<file path="src/rtl/pipe_pkg.sv">
// Shared pipeline constants and types for the GPR file,
// the forwarding unit and the ID/EX register.
package pipe_pkg;

  localparam int DATA_W = 32;
  localparam int ADDR_W = 5;

  localparam logic [ADDR_W-1:0] REG_ZERO = 5'd0;

  typedef logic [ADDR_W-1:0] reg_addr_t;
  typedef logic [DATA_W-1:0] word_t;

endpackage

</file>
<file path="src/rtl/gpr_read_port.sv">
// One combinational GPR read port.
// Optionally bypasses the write-back value.
module gpr_read_port #(
  parameter int DATA_W = 32,
  parameter int ADDR_W = 5,
  parameter bit BYPASS = 1'b1
) (
  input  logic [ADDR_W-1:0] addr_i,
  input  logic [DATA_W-1:0] word_i,
  input  logic              byp_en_i,
  input  logic [ADDR_W-1:0] byp_addr_i,
  input  logic [DATA_W-1:0] byp_data_i,
  output logic [DATA_W-1:0] data_o
);

  logic hit;

  assign hit = BYPASS && byp_en_i &&
               (addr_i == byp_addr_i);

  always_comb begin
    data_o = word_i;
    if (addr_i == '0) begin
      data_o = '0;
    end else if (hit) begin
      data_o = byp_data_i;
    end
  end

endmodule

</file>
<file path="src/rtl/wb_regfile.sv">
// Write-back stage: WB mux, 32-entry GPR file with
// WB->ID bypass, forwarding outputs, retired-write counter.
module wb_regfile #(
  parameter int DATA_W = pipe_pkg::DATA_W,
  parameter int ADDR_W = pipe_pkg::ADDR_W,
  parameter bit BYPASS = 1'b1
) (
  input  logic              clk,
  input  logic              rst,
  input  logic [DATA_W-1:0] memrdatain,
  input  logic [DATA_W-1:0] ALUresultin,
  input  logic [ADDR_W-1:0] rt_rddin,
  input  logic              MemtoRegin,
  input  logic              Regwritein,
  input  logic [ADDR_W-1:0] rs_addr,
  input  logic [ADDR_W-1:0] rt_addr,
  output logic [DATA_W-1:0] rs_data,
  output logic [DATA_W-1:0] rt_data,
  output logic [DATA_W-1:0] wb_data,
  output logic [ADDR_W-1:0] wb_rd,
  output logic              wb_valid,
  input  logic [ADDR_W-1:0] dbg_addr,
  output logic [DATA_W-1:0] dbg_data,
  output logic [31:0]       wr_count
);

  import pipe_pkg::*;

  localparam int DEPTH = 2 ** ADDR_W;

  logic [DATA_W-1:0] regs_q [DEPTH];
  logic [31:0]       wr_count_q;
  logic [31:0]       wr_count_d;
  logic              byp_en;

  assign wb_data  = MemtoRegin ? memrdatain : ALUresultin;
  assign wb_valid = Regwritein &&
                    (rt_rddin != ADDR_W'(REG_ZERO));
  assign wb_rd    = wb_valid ? rt_rddin : '0;

  // Bypass is masked in reset so every port reads the cleared array.
  assign byp_en = wb_valid && !rst;

  assign wr_count_d = wb_valid ? wr_count_q + 32'd1
                               : wr_count_q;
  assign wr_count   = wr_count_q;

  always_ff @(posedge clk or posedge rst) begin
    if (rst) begin
      for (int i = 0; i < DEPTH; i++) begin
        regs_q[i] <= '0;
      end
      wr_count_q <= '0;
    end else begin
      if (wb_valid) begin
        regs_q[rt_rddin] <= wb_data;
      end
      wr_count_q <= wr_count_d;
    end
  end

  gpr_read_port #(
    .DATA_W(DATA_W), .ADDR_W(ADDR_W), .BYPASS(BYPASS)
  ) u_rs (
    .addr_i     (rs_addr),
    .word_i     (regs_q[rs_addr]),
    .byp_en_i   (byp_en),
    .byp_addr_i (rt_rddin),
    .byp_data_i (wb_data),
    .data_o     (rs_data)
  );

  gpr_read_port #(
    .DATA_W(DATA_W), .ADDR_W(ADDR_W), .BYPASS(BYPASS)
  ) u_rt (
    .addr_i     (rt_addr),
    .word_i     (regs_q[rt_addr]),
    .byp_en_i   (byp_en),
    .byp_addr_i (rt_rddin),
    .byp_data_i (wb_data),
    .data_o     (rt_data)
  );

  // Debug port shows the raw array only.
  gpr_read_port #(
    .DATA_W(DATA_W), .ADDR_W(ADDR_W), .BYPASS(BYPASS)
  ) u_dbg (
    .addr_i     (dbg_addr),
    .word_i     (regs_q[dbg_addr]),
    .byp_en_i   (1'b0),
    .byp_addr_i (rt_rddin),
    .byp_data_i (wb_data),
    .data_o     (dbg_data)
  );

endmodule

</file>
<file path="config.mk">
export PLATFORM = sky130hd
export DESIGN_NAME = wb_regfile
export DESIGN_NICKNAME = d
export VERILOG_FILES = /design/src/rtl/pipe_pkg.sv /design/src/rtl/gpr_read_port.sv /design/src/rtl/wb_regfile.sv
export SDC_FILE = /design/constraint.sdc
export NUM_CORES = 2
export LEC_CHECK = 0
export ABC_AREA = 0
export CORE_ASPECT_RATIO = 1.4
export CORE_MARGIN = 2
export CORE_UTILIZATION = 45
export CTS_CLUSTER_DIAMETER = 60
export DETAILED_ROUTE_END_ITERATION = 12
export PLACE_DENSITY = 0.69
export SYNTH_ARGS = -nofsm -noshare
export SYNTH_HDL_FRONTEND = slang
export SYNTH_HIERARCHICAL = 1
export SYNTH_SLANG_ARGS = --single-unit
</file>
<file path="constraint.sdc">
create_clock -name clk -period 47.6 [get_ports clk]
set_clock_uncertainty 0.05 [all_clocks]
set_input_delay 9.52 -clock clk [delete_from_list [all_inputs] [get_ports clk]]
set_output_delay 9.52 -clock clk [all_outputs]
set_load 0.02 [all_outputs]
</file>
==> impl_metrics.py <==
metrics = {
    "place": {
        "gp_congestion": 0.903,
        "portBuffers": 253,
        "dp_slack_ps": 23200,
        "hpwl_um": 138000,
    },
    "clock_network": {
        "clock_latency_ps": 740,
        "cts_setup_buffers": 0,
        "cts_tree": "done",
        "clock_path_buffers": 3,
        "htree_levels": 3,
        "cts_buffers": 109,
        "clk_pin_slew_worst_paths_ps": 60,
        "root_buffer": "clkbuf_16",
        "cts_resized": 0,
        "hold_buffers": 0,
        "cts.sinks": 1056,
    },
    "grt": {
        "grt_pass1_vias": 58400,
        "grt_max_degree": 174,
        "grt_pass1_wl_um": 374000,
        "grt.overflow.total": 0,
        "antenna_found_initial": 5,
        "groute.usage.overall": 0.329,
    },
    "yosys": {
        "synth_edf_count": 0,
        "syn_nets": 7516,
        "ys_warn_count": 6,
        "synth_cell_types": 43,
        "async_flop_share": 1.00,
        "synth_seq_area_share": 0.400,
        "postSynthCellCount": 7427,
        "avgSynthCellArea_um2": 8.89,
        "ys_seq_elements": 1056,
        "ys.flop_type": "dfrtp_1",
        "syn_area_um2": 66100,
    },
    "power": {
        "swShare": 0.346,
        "p_leak_nw": 33.6,
        "p_comb_frac": 0.255,
        "power_frac_clock": 0.312,
        "max-vdd-ir-drop_mv": 0.0315,
        "power-per-cell-area_nw_per_um2": 40.3,
        "p_int_mw": 1.93,
        "p_seq_frac": 0.434,
        "finalPower_mw": 2.95,
        "switchingPower_mw": 1.02,
    },
    "timing": {
        "rsz0062_at_grt": "no",
        "slew_headroom": -0.662,
        "setup_viol": 0,
        "timing.final.crit_period_ps": 24450,
        "finalHoldViolations": 0,
        "timing.hold.ws_ps": 376,
        "drv_slew": 67,
        "fmax_mhz": 40.9,
        "post-route-period-util": 0.514,
        "fin_ws_ps": 23150,
        "tightest_slew_ps": 2490,
        "tns_ps": 0,
    },
    "setup_path": {
        "required_ps": 38030,
        "crit_buf_inv": 5,
        "path_common_cell": "buf_4",
        "max_stage_delay_ps": 890,
        "worstPathCellList": "buf_8 -> buf_4 -> buf_4 -> buf_4 -> mux2i_1 -> a22o_1 -> nor3_1 -> a31oi_1 -> nand3_1 -> nand2_1 -> o21ai_0 -> clkdlybuf4s50_1",
        "startpoint_type": "input pin",
        "critPathCaptureType": "output pin",
        "critPathTopFamily": "buffers and inverters",
        "crit_path_max_fanout": 76,
        "slowest_stage": "buf_4",
        "worstSetupPathType": "in2out",
        "cp_data_arrival_time_ps": 14880,
    },
    "floorplan": {
        "initial_utilization": 0.452,
        "rows": 166,
        "core_area_um2": 146000,
        "die_w_um": 328,
        "io_pins": 254,
        "die_area_um2": 150000,
        "die_y_um": 457,
    },
    "drt": {
        "first_pass_iters": 8,
        "drc": 0,
        "wire_per_inst_um": 27.6,
        "vias": 60200,
        "ant_nets": 0,
        "post_drt_via_cell_ratio": 6.54,
        "wl_um": 254000,
        "drtIter0Drc": 7673,
    },
    "finish": {
        "fin_nets": 7264,
        "drive_gt1_frac": 0.0607,
        "area_delta_synth_final_pct": 10.7,
        "postLayoutCoreUtil": 0.501,
    },
    "flow_run": {
        "cap_violations": 0,
    },
    "min_path": {
        "min_path_type": "reg2reg",
    },
    "status": {
        "status": "finished, violations left",
        "failed_checks": "max-slew violations",
    },
}
[metal layers]
metal,share of wire,GRT usage
met2,0.44,0.506
met4,0.070,0.212
met1,0.38,0.414
met5,0.000039,0
met3,0.11,0.0777
[registers in the layout (all words and copies together) (netlist names)]
register	cells
regs_q	1024
wr_count	32
[logic make-up after synthesis]
group / after synthesis / share of synthesized area
AND/OR/NAND/NOR: 2009 / 0.132
buffers and inverters: 791 / 0.0524
multiplexers: 1569 / 0.238
adder cells (fa/ha/maj): 1 / 0.000189
flip-flops: 1056 / 0.400
XOR/XNOR: 46 / 0.00610
AO/OA/AOI/OAI: 1954 / 0.172
other: 1 / 0.0000568
[layout make-up]
class / count / area (um2)
antenna: 4 / 10.0
multi-input combinational: 5580 / 36600
sequential: 1056 / 26400
fill: 13400 / 72900
tap: 1932 / 2420
clock buffer: 148 / 3140
inverter: 34 / 135
timing repair buffer: 394 / 3720
clock inverter: 53 / 654
[cells in the mapped netlist, types with 2 or more instances]
master    count  area (um2)
and3_1        6        37.5
a21oi_1     673        3370
nor4_4        3        63.8
mux2i_1    1568       15700
nor3_1      101         505
nor2_4        9         101
o21ai_1      50         250
a22oi_1     288        2160
buf_2       290        1450
buf_1        34         128
buf_4        34         255
and4_1        2        17.5
a31oi_1      96         601
xor2_1       21         184
nand3_1     304        1520
nor3b_2       3        37.5
o21ai_0     654        3270
nor2_1      400        1500
nand2_1    1018        3820
nand4_1     104         651
xnor2_1      25         219
nor2_2        3        18.8
a22o_1      192        1680
and2_1       17         106
clkbuf_1    399        1500
or2_2         3        18.8
nand2_2       7        43.8
nand3b_2      3        33.8
nand4b_2      3        45.0
nor2b_1       8        50.1
inv_1        34         128
nand2b_1      9        56.3
dfrtp_1    1056       26400
[final timing paths]
kind	from	endpoint	slack, ps	cells past startpoint
min in group asynchronous	rst	regs_q[33]	9200	2
setup reg to reg	wr_count[3]	wr_count[31]	44650	5
setup / recovery	rs_addr[1]	rs_data[4]	23150	12
hold reg to reg	regs_q[1000]	regs_q[1000]	380	0
max in group asynchronous	rst	regs_q[186]	35350	5
hold / removal	regs_q[1000]	regs_q[1000]	380	0
[layout by cell type (no fill, tap or decap), types with 25 or more instances in the layout]
master / count
clkbuf_16: 110
xnor2_1: 25
o21ai_0: 654
inv_1: 33
a22o_1: 192
a22oi_1: 288
a21oi_1: 672
mux2i_1: 1536
a31oi_1: 96
nor2_1: 397
nand4_1: 104
dfrtp_1: 1056
nand3_1: 304
o21ai_1: 50
nand2_1: 1004
buf_4: 133
nor3_1: 101
clkdlybuf4s50_1: 249
[stage by stage]
step / instance area (um2) / cells
floorplan: 66100 / 7427
global placement: 69300 / 8996
detailed placement: 69300 / 8996
CTS: 73100 / 9197
global route: 73100 / 9198
finish: 73100 / 9201
[power groups by stage]
stage,combinational [mW],sequential (mW),clock [mW]
global placement,0.712,1.27,0
detailed placement,0.734,1.28,0
global route,0.820,1.30,0.957
finish,0.751,1.28,0.918
CTS,0.737,1.27,0.921
floorplan,0.531,1.24,0
Note: power is estimated with default switching activity, not from simulation.
